===== src/rtl/paicore_rx_packer_if.sv =====
// AXI-Stream bundle (data, valid, last, ready) shared by the packer input and output sides.
// Latency: none, wires only.
// Backpressure: ready travels from the slave modport back to the master modport.
interface paicore_rx_packer_if #(
    parameter int DATA_WIDTH = 64
);
    logic [DATA_WIDTH-1:0] tdata;
    logic                  tvalid;
    logic                  tlast;
    logic                  tready;

    modport master (output tdata, output tvalid, output tlast, input  tready);
    modport slave  (input  tdata, input  tvalid, input  tlast, output tready);
endinterface


===== src/rtl/paicore_rx_packer.sv =====
// Holds the newest input beat so tlast can be applied late; closes packets on tlast, beat limit, idle timeout or disable.
// Latency: 2 cycles from accept to output; a closed beat leaves 1 cycle after the output register frees.
// Backpressure: s_axis tready drops while flushing, or when both registers are full and m_axis is stalled.
module paicore_rx_packer #(
    parameter int DATA_WIDTH = 64,
    parameter int CNT_WIDTH  = 32
) (
    input  logic                 clk,
    input  logic                 rst,
    input  logic                 i_enable,
    input  logic [CNT_WIDTH-1:0] oFrameNumMax,
    input  logic [CNT_WIDTH-1:0] idle_timeout,
    paicore_rx_packer_if.slave   s_axis,
    paicore_rx_packer_if.master  m_axis,
    output logic                 o_pkt_done,
    output logic                 o_timeout,
    output logic [CNT_WIDTH-1:0] o_pkt_cnt,
    output logic [CNT_WIDTH-1:0] o_beat_cnt
);
    typedef enum logic [1:0] {IDLE, HOLD, FLUSH} state_t;

    state_t                state;
    logic [DATA_WIDTH-1:0] h_dat;
    logic                  h_vld;
    logic [DATA_WIDTH-1:0] o_dat;
    logic                  o_vld;
    logic                  o_last;
    logic [CNT_WIDTH-1:0]  idx;
    logic [CNT_WIDTH-1:0]  idle_cnt;

    logic                  o_free;
    logic                  s_rdy;
    logic                  s_acc;
    logic                  m_hs;
    logic [CNT_WIDTH-1:0]  idx_nxt;
    logic                  close_beat;
    logic                  timeout_hit;

    assign o_free      = !o_vld || m_axis.tready;
    assign s_rdy       = !rst && i_enable && (state != FLUSH) && (!h_vld || o_free);
    assign s_acc       = s_axis.tvalid && s_rdy;
    assign m_hs        = o_vld && m_axis.tready;
    assign idx_nxt     = (state == HOLD) ? idx + 1'b1 : CNT_WIDTH'(1);
    // >= rather than == so a limit lowered below the running index closes on the next beat.
    assign close_beat  = s_axis.tlast || ((oFrameNumMax != '0) && (idx_nxt >= oFrameNumMax));
    // Fires on the cycle whose increment would make the idle count equal the timeout.
    assign timeout_hit = (idle_timeout != '0) && (idle_cnt >= idle_timeout - 1'b1);

    assign s_axis.tready = s_rdy;
    assign m_axis.tdata  = o_dat;
    assign m_axis.tvalid = o_vld;
    assign m_axis.tlast  = o_last;
    assign o_pkt_done    = !rst && m_hs && o_last;

    always_ff @(posedge clk) begin
        if (rst) begin
            state      <= IDLE;
            h_dat      <= '0;
            h_vld      <= 1'b0;
            o_dat      <= '0;
            o_vld      <= 1'b0;
            o_last     <= 1'b0;
            idx        <= '0;
            idle_cnt   <= '0;
            o_timeout  <= 1'b0;
            o_pkt_cnt  <= '0;
            o_beat_cnt <= '0;
        end else begin
            if (m_hs) begin
                o_vld      <= 1'b0;
                o_beat_cnt <= o_beat_cnt + 1'b1;
                if (o_last) begin
                    o_pkt_cnt <= o_pkt_cnt + 1'b1;
                end
            end
            case (state)
                IDLE, HOLD: begin
                    if (s_acc) begin
                        if (state == HOLD) begin
                            o_vld  <= 1'b1;
                            o_dat  <= h_dat;
                            o_last <= 1'b0;
                        end
                        h_dat     <= s_axis.tdata;
                        h_vld     <= 1'b1;
                        idle_cnt  <= '0;
                        o_timeout <= 1'b0;
                        if (close_beat) begin
                            idx   <= '0;
                            state <= FLUSH;
                        end else begin
                            idx   <= idx_nxt;
                            state <= HOLD;
                        end
                    end else if (state == HOLD) begin
                        if (!i_enable) begin
                            state <= FLUSH;
                        end else if (timeout_hit) begin
                            state     <= FLUSH;
                            o_timeout <= 1'b1;
                        end else if (idle_cnt != '1) begin
                            idle_cnt <= idle_cnt + 1'b1;
                        end
                    end
                end
                FLUSH: begin
                    if (o_free) begin
                        o_vld    <= 1'b1;
                        o_dat    <= h_dat;
                        o_last   <= 1'b1;
                        h_vld    <= 1'b0;
                        idx      <= '0;
                        idle_cnt <= '0;
                        state    <= IDLE;
                    end
                end
                default: state <= IDLE;
            endcase
        end
    end
endmodule

===== src/flat_wrapper.sv =====
// flat-port wrapper written by rule: the top's interface ports become plain ports
module paicore_rx_packer_flat 
#(
    parameter int DATA_WIDTH = 64,
    parameter int CNT_WIDTH  = 32
)
  (clk, rst, i_enable, oFrameNumMax, idle_timeout, o_pkt_done, o_timeout, o_pkt_cnt, o_beat_cnt, s_axis_tdata, s_axis_tvalid, s_axis_tlast, s_axis_tready, m_axis_tdata, m_axis_tvalid, m_axis_tlast, m_axis_tready);
  paicore_rx_packer_if #(.DATA_WIDTH(DATA_WIDTH)) s_axis_i ();
  paicore_rx_packer_if #(.DATA_WIDTH(DATA_WIDTH)) m_axis_i ();
  input  logic clk;
  input  logic rst;
  input  logic i_enable;
  input  logic [CNT_WIDTH-1:0] oFrameNumMax;
  input  logic [CNT_WIDTH-1:0] idle_timeout;
  output logic o_pkt_done;
  output logic o_timeout;
  output logic [CNT_WIDTH-1:0] o_pkt_cnt;
  output logic [CNT_WIDTH-1:0] o_beat_cnt;
  input wire logic [$bits(s_axis_i.tdata)-1:0] s_axis_tdata;
  input wire logic [$bits(s_axis_i.tvalid)-1:0] s_axis_tvalid;
  input wire logic [$bits(s_axis_i.tlast)-1:0] s_axis_tlast;
  output wire logic [$bits(s_axis_i.tready)-1:0] s_axis_tready;
  output wire logic [$bits(m_axis_i.tdata)-1:0] m_axis_tdata;
  output wire logic [$bits(m_axis_i.tvalid)-1:0] m_axis_tvalid;
  output wire logic [$bits(m_axis_i.tlast)-1:0] m_axis_tlast;
  input wire logic [$bits(m_axis_i.tready)-1:0] m_axis_tready;
  assign s_axis_i.tdata = s_axis_tdata;
  assign s_axis_i.tvalid = s_axis_tvalid;
  assign s_axis_i.tlast = s_axis_tlast;
  assign s_axis_tready = s_axis_i.tready;
  assign m_axis_tdata = m_axis_i.tdata;
  assign m_axis_tvalid = m_axis_i.tvalid;
  assign m_axis_tlast = m_axis_i.tlast;
  assign m_axis_i.tready = m_axis_tready;
  paicore_rx_packer #(.DATA_WIDTH(DATA_WIDTH), .CNT_WIDTH(CNT_WIDTH)) u_core (.clk(clk), .rst(rst), .i_enable(i_enable), .oFrameNumMax(oFrameNumMax), .idle_timeout(idle_timeout), .s_axis(s_axis_i), .m_axis(m_axis_i), .o_pkt_done(o_pkt_done), .o_timeout(o_timeout), .o_pkt_cnt(o_pkt_cnt), .o_beat_cnt(o_beat_cnt));
endmodule

===== config.mk =====
export PLATFORM = sky130hd
export DESIGN_NAME = paicore_rx_packer_flat
export DESIGN_NICKNAME = d
export VERILOG_FILES = /design/src/rtl/paicore_rx_packer_if.sv /design/src/rtl/paicore_rx_packer.sv /design/src/flat_wrapper.sv
export SDC_FILE = /design/constraint.sdc
export NUM_CORES = 1
export LEC_CHECK = 0
export CELL_PAD_IN_SITES_DETAIL_PLACEMENT = 2
export CELL_PAD_IN_SITES_GLOBAL_PLACEMENT = 2
export CORE_MARGIN = 1.5
export CORE_UTILIZATION = 30
export CTS_CLUSTER_DIAMETER = 150
export DETAILED_ROUTE_END_ITERATION = 10
export PLACE_DENSITY = 0.81
export SLEW_MARGIN = 30
export SYNTH_ARGS = -nofsm -noshare
export SYNTH_HDL_FRONTEND = slang
export SYNTH_SLANG_ARGS = --single-unit

===== constraint.sdc =====
create_clock -name clk -period 4.9 [get_ports clk]
set_input_delay 0.49 -clock clk [delete_from_list [all_inputs] [get_ports clk]]
set_output_delay 0.49 -clock clk [all_outputs]
set_load 0.01 [all_outputs]

==> out/metrics.cfg, run 1 <==
[synthesis]
ys.flop_type = dfxtp_1
syn_area_per_cell_um2 = 7.756
ys_seq_elements = 262
yosysUniqueCellTypes = 59
syn_inst = 1707
async_flop_share_pct = 0
yosys_warnings = 0
seq_area_frac_synth_pct = 39.61
netlist_area_um2 = 13240
synth_edf_count = 0
synthesis.nets = 1911

[final_layout]
register_area_um2 = 5245
layout.nets = 2157
final_cell_mix = nand2_1, clkdlybuf4s50_1, dfxtp_1
nFillCells = 4875
syn_to_final_growth_pct = 33.67
drive_above_1_share_pct = 5.921
layout_commonest_cell = nand2_1
multi_input_area_um2 = 7460
post-route-cell-area_um2 = 17700

[placement]
gp_congestion = 0.8154
hpwlAfterDp_mm = 35.01
io_buffers = 266
placed_cell_area_um2 = 16600

[sta]
rsz0062_at_grt = no
final_hold_viol_count = 0
tightest_slew_ns = 0.8654
final.setup_skew_ns = 0.01312
setup_viol = 0
min_period_over_period_pct = 89.91
slew_viol_final = 0
period_needed_ns = 4.405
fmax_ghz = 0.2270
whs_ns = 0.4541
slew_headroom_pct = 42.31

[clocking]
postCtsHoldBufs = 0
cts.clk_slew.worst_paths_ns = 0.06
numCtsBuffers = 31
cts_tree = done
ctsResizeCount = 0
clk_latency_ns = 0.57
htreeDepth = 1
max-clock-path-buffers = 3
clock-sinks = 262
cts_root_buf = clkbuf_16
post-cts-setup-buffers = 0

[setup_path]
required_ns = 5.38
startpoint_type = flop
crit_path_end_kind = flop
arrival_ns = 4.89
critPathLaunch = u_core.idx[0]$_SDFFE_PP0P_
r2r_setup_slack_ns = 0.49
worst_r2r_path_depth = 17
cp_max_fo = 13
crit_type = reg -> reg
timing.rr.start = u_core.idx[0]$_SDFFE_PP0P_

[drt]
drcViolationCount = 0
drt-pass1-iter-count = 6
wl_mm = 49.25
first_iter_violations = 475
antenna_left = 0
wl_per_cell_um = 19.22
via_count = 13310
viasPerCell = 5.194

[power_and_ir_drop]
power.switching_uw = 1167
p_int_uw = 3864
power_frac_comb_pct = 7.4
p_sw_share_pct = 23.19
p_per_area_nw_per_um2 = 284.2
ir_drop_mv = 0.2733
p_seq_share_pct = 43.1
pwr-share-clk_pct = 49.5
power_leakage_uw = 0.006489

[global_route]
grt_pass1_vias = 14700
grt_max_degree = 185
grt_overflow = 0
grtUsageTotal_pct = 21.43
grt_pass1_wl_mm = 78.49
antenna_found_initial = 5

[die]
die_area_um2 = 45400
rows = 76
io_pins = 267
die_h_um = 213.1
fp.dieW_um = 213.1
core-area_um2 = 43270
start_util_pct = 30.60

[job]
cap_violations = 0

[outcome]
outcome = finished clean

[worst_hold_path]
hold_path.class = in -> reg
whs_path_depth = 2
hold_start = rst

worst max-delay path, cell delays in order (launching register included):
cell and delay [ns]:
dfxtp_1 0.40, ha_1 0.23, and4_1 0.23, nand4_1 0.17, nor3_1 0.49, buf_4 0.23, and3_1 0.18, xnor2_1 0.11
nand2b_1 0.14, inv_1 0.07, ha_1 0.18, a21o_1 0.18, a221o_1 0.32, a211oi_1 0.28, o211ai_1 0.13, o21ai_1 0.33
nand2_1 0.37, o21ai_0 0.27
power by group through the flow:
stage / clock [uW] / sequential [uW] / combinational (uW)
finish: 2490 / 2170 / 373
global route: 2640 / 2170 / 410
CTS: 2570 / 2170 / 380
detailed placement: 0 / 2210 / 377
global placement: 0 / 2210 / 362
floorplan: 0 / 2210 / 169
layout make-up:
| class | instances | share of cell area (%) |
|---|---|---|
| Sequential cell | 262 | 29.64 |
| Timing Repair Buffer | 297 | 16.59 |
| Multi-Input combinational cell | 1299 | 42.15 |
| Clock inverter | 13 | 1.237 |
| Clock buffer | 43 | 4.920 |
| Tap cell | 585 | 4.136 |
| Inverter | 62 | 1.315 |
| Antenna cell | 1 | 0.01414 |
flip-flops by register name, indices dropped and copies added, names as in the netlist:
signal                flops
u_core.m_axis.tdata      64
u_core.o_pkt_cnt         32
u_core.o_beat_cnt        32
u_core.m_axis.tlast       1
u_core.m_axis.tvalid      1
u_core.h_dat             64
u_core.idx               32
u_core.idle_cnt          32
u_core.h_vld              1
u_core.state              2
u_core.o_timeout          1
per-stage QoR:
| stage | setup TNS (ns) | cells | total power [uW] | utilization [%] | setup WS [ns] |
|---|---|---|---|---|---|
| after global placement | 0 | 2505 | 2574 | 38.37 | 0.1773 |
| after detailed placement | -1.520 | 2505 | 2590 | 38.37 | -0.08263 |
| after floorplan | 0 | 1707 | 2379 | - | 0.6030 |
| final | 0 | 2562 | 5031 | 40.91 | 0.4946 |
| after CTS | 0 | 2561 | 5116 | 40.89 | 0.4168 |
| after global routing | 0 | 2561 | 5221 | 40.90 | 0.1375 |
synthesized netlist by cell type, types with 6 or more instances:
cell	instances	area [um^2]
ha_1	70	875.8
xnor2_1	47	411.6
nor2b_1	7	43.79
clkbuf_1	74	277.8
nand4_1	38	237.7
a32o_2	18	202.7
o22ai_1	6	37.54
nand2b_1	17	106.4
o21ai_1	16	80.08
nor3_1	36	180.2
nor4_1	26	162.7
nand2_1	390	1464
or3_1	11	68.82
nor2_1	125	469.2
and2_1	10	62.56
nor3b_1	7	52.55
inv_1	62	232.7
nand3_1	78	390.4
dfxtp_1	262	5245
a32o_1	9	90.09
a21oi_1	184	920.9
xor2_1	65	569.3
and4_1	15	131.4
and3_1	20	125.1
o21ai_0	44	220.2
per-layer routing:
layer | wire length [um] | share of wire (%) | up-vias | track usage (%)
met5 | 52 | 0.11 | - | 0
met4 | 1004 | 2.0 | 8 | 4.965
met3 | 3351 | 6.8 | 67 | 6.530
met2 | 24260 | 49 | 243 | 38.81
met1 | 20590 | 42 | 6612 | 24.46
li1 | - | - | 6378 | -
cell families after synthesis:
logic type | count (synthesis) | synth area share [%]
AOI/OAI and AO/OA | 317 | 14.35
xor gates and xnor gates | 112 | 7.409
adders and majority gates | 70 | 6.615
buffers and inverters | 146 | 4.300
DFF | 262 | 39.61
and+or+nand+nor | 800 | 27.71
final timing paths:
check	end
max	u_core.idx[31]$_SDFFE_PP0P_
min	u_core.idle_cnt[1]$_SDFFE_PP0P_
max reg2reg	u_core.idx[31]$_SDFFE_PP0P_
min reg2reg	u_core.m_axis.tdata[36]$_SDFFE_PP0P_
No activity file was read; power rests on OpenSTA's default activity.
==> inputs of run 2 (changes only) <==
--- a/config.mk
+++ b/config.mk
@@ -11,2 +11,3 @@
 export CORE_UTILIZATION = 30
+export CTS_BUF_LIST = sky130_fd_sc_hd__clkbuf_16
 export CTS_CLUSTER_DIAMETER = 150
==> constraint.sdc (replaced) <==
create_clock -name clk -period 4.9 [get_ports clk]
set_input_delay 1.47 -clock clk [delete_from_list [all_inputs] [get_ports clk]]
set_output_delay 1.47 -clock clk [all_outputs]
set_load 0.01 [all_outputs]
==> run 2 against run 1 <==
Net effect:
- the flow now finishes with violations (negative setup slack)
- routed wire length rose by 8.6%
- core utilization grew 2.2 points
- sequential power barely moved
- critical path type is now in -> reg
- sequential cell count is the same
==> out/metrics.cfg, run 2 (synthesis results as in run 1) <==
[setup_path]
cp_top_family = buffers and inverters  ; was simple AND/OR/NAND/NOR gates
required_ns = 5.30  ; was 5.38 ns
cp_max_fo = 6  ; was 13
critical_path_buf_inv_count = 6  ; was 2
crit_path_end_kind = flop  ; unchanged
critical-path-max-stage-delay_ns = 0.48  ; was 0.49 ns
arrival_ns = 5.46  ; was 4.89 ns
crit_type = in -> reg  ; was reg -> reg
crit_slowest_cell = clkdlybuf4s50_1  ; was nor3_1
startpoint_type = primary input  ; was flop
path_cells = clkdlybuf4s50_1 -> nor4_4 -> nand2_2 -> nor3_4 -> buf_4 -> nand2_4 -> buf_6 -> nor2_4 -> xnor2_2 -> ha_1 -> nand4_1 -> nor4_4 -> a221oi_2 -> a21oi_2 -> buf_4 -> a211oi_4 -> buf_6 -> buf_12 -> o21ai_1 -> a32o_2  ; was ha_1 -> and4_1 -> nand4_1 -> nor3_1 -> buf_4 -> and3_1 -> xnor2_1 -> nand2b_1 -> inv_1 -> ha_1 -> a21o_1 -> a221o_1 -> a211oi_1 -> o211ai_1 -> o21ai_1 -> nand2_1 -> o21ai_0

[sta]
slew_headroom_pct = 36.20  ; was 42.31%
whs_ns = 0.4539  ; was 0.4541 ns
finalWorstSetupSlack_ns = -0.1585  ; was 0.4946 ns
final.setup_skew_ns = 0.01399  ; was 0.01312 ns
tightest_slew_ns = 0.9570  ; was 0.8654 ns
final_hold_viol_count = 0  ; unchanged
rsz0062_at_grt = yes  ; was no
setup_viol = 30  ; was 0
fmax_ghz = 0.1977  ; was 0.2270 GHz
period_needed_ns = 5.058  ; was 4.405 ns
slew_viol_final = 0  ; unchanged
min_period_over_period_pct = 103.2  ; was 89.91%

[clocking]
max-clock-path-buffers = 3  ; unchanged
numCtsBuffers = 34  ; was 31
clk_latency_ns = 0.51  ; was 0.57 ns
htreeDepth = 2  ; was 1
cts.clk_slew.worst_paths_ns = 0.06  ; about the same
clock-sinks = 262  ; unchanged
cts_root_buf = clkbuf_16  ; unchanged
cts_tree = done  ; unchanged

[global_route]
grtUsageTotal_pct = 22.60  ; was 21.43%
grt_pass1_vias = 15230  ; was 14700
grt_max_degree = 85  ; was 185
grt_pass1_wl_mm = 81.85  ; was 78.49 mm
grt_overflow = 0  ; unchanged
antenna_found_initial = 2  ; was 5

[drt]
antenna_left = 0  ; unchanged
viasPerCell = 5.210  ; was 5.194
first_iter_violations = 489  ; was 475
via_count = 13740  ; was 13310
wl_per_cell_um = 20.28  ; was 19.22 um
drt-pass1-iter-count = 5  ; was 6
drcViolationCount = 0  ; unchanged
wl_mm = 53.51  ; was 49.25 mm

[final_layout]
layout_commonest_cell = nand2_1  ; unchanged
drive_above_1_share_pct = 11.20  ; was 5.921%
stdcell_count = 2638  ; was 2562
layout.nets = 2237  ; was 2157
final_cell_mix = nand2_1, dfxtp_1, clkdlybuf4s50_1  ; was nand2_1, clkdlybuf4s50_1, dfxtp_1
syn_to_final_growth_pct = 40.77  ; was 33.67%
n_antenna_cell = 0  ; was 1

[job]
cap_violations = 0  ; unchanged

[placement]
pre_cts_slack_ns = -1.108  ; was -0.08263 ns
dpl.cell_count = 2553  ; was 2505
gp_congestion = 0.8146  ; was 0.8154
io_buffers = 266  ; unchanged
hpwlAfterDp_mm = 35.94  ; was 35.01 mm

[outcome]
violations = negative setup slack
outcome = finished, violations left  ; was finished clean

[die]
core-area_um2 = 43270  ; unchanged
die_area_um2 = 45400  ; unchanged
die_h_um = 213.1  ; unchanged
fp.dieW_um = 213.1  ; unchanged
start_util_pct = 30.60  ; unchanged
io_pins = 267  ; unchanged
rows = 76  ; unchanged

[power_and_ir_drop]
power_leakage_uw = 0.007048  ; was 0.006489 uW
p_per_area_nw_per_um2 = 262.4  ; was 284.2 nW/um^2
ir_drop_mv = 0.1708  ; was 0.2733 mV

[worst_hold_path]
hold_path.class = reg -> reg  ; was in -> reg

## run 2: cell count changes in the layout (fill, tap and decap cells not counted), moves of 7 or more
cell and change:
buf_4 +60, buf_6 +11, clkbuf_1 -7, clkdlybuf4s50_1 -9
clkinv_1 +8, inv_1 +9, o21ai_0 -7
## run 2: timing repair
item                                    in CTS  in global routing
resized for setup                           39                 54
hold buffers                                 0                  0
pin swaps                                   28                 39
setup buffers                               11                 15
cloned                                       3                  1
endpoints found under the setup margin      35                 35
## run 2: metrics by stage
step | instance area, um^2 | utilization, % | total power (uW) | TNS, ns
2_1_floorplan | 13270 | - | 2379 | 0
3_3_place_gp | 16990 | 39.26 | 2596 | -28.29
3_5_place_dp | 16990 | 39.27 | 2613 | -35.38
4_1_cts | 18310 | 42.32 | 4939 | -0.08218
5_1_grt | 18640 | 43.08 | 5078 | -7.392
6_report | 18640 | 43.08 | 4890 | -3.308
## run 2: where the power goes
part | internal [uW] | switching (uW) | leakage (uW)
Sequential | 2150 | 14.2 | 0.00211
Clock | 1330 | 945 | 0.000518
Combinational | 204 | 239 | 0.00442
## run 2: layout make-up
type | instances | area [um^2]
Timing Repair Buffer | 373 | 3638
Multi-Input combinational cell | 1300 | 7797
Inverter | 62 | 232.7
Sequential cell | 262 | 5245
Clock inverter | 21 | 116.4
Fill cell | 4823 | 24630
Clock buffer | 35 | 875.8
Tap cell | 585 | 732.0
## run 2: worst min-delay path, delay by kind of cell (launching register included)
family / cells / cell delay, ns
DFF: 1 / 0.31
AOI/OAI and AO/OA: 1 / 0.05
and+or+nand+nor: 1 / 0.05
## run 2: routing by layer
metal  GRT usage (%)  up-vias  share of wire, %
met3           7.178      101               6.9
met2           40.42      312                50
li1                -     6536                 -
met4           6.334        4               2.9
met5               0        -             0.050
met1           25.60     6791                41
## run 2: final timing paths
check | from | endpoint | slack [ns] | cells after the start
setup reg to reg | u_core.idx[8]$_SDFFE_PP0P_ | u_core.idx[19]$_SDFFE_PP0P_ | 0.51 | 16
setup / recovery | idle_timeout[17] | u_core.idle_cnt[18]$_SDFFE_PP0P_ | -0.16 | 20
hold reg to reg | u_core.m_axis.tdata[29]$_SDFFE_PP0P_ | u_core.m_axis.tdata[29]$_SDFFE_PP0P_ | 0.45 | 2
hold / removal | u_core.m_axis.tdata[29]$_SDFFE_PP0P_ | u_core.m_axis.tdata[29]$_SDFFE_PP0P_ | 0.45 | 2
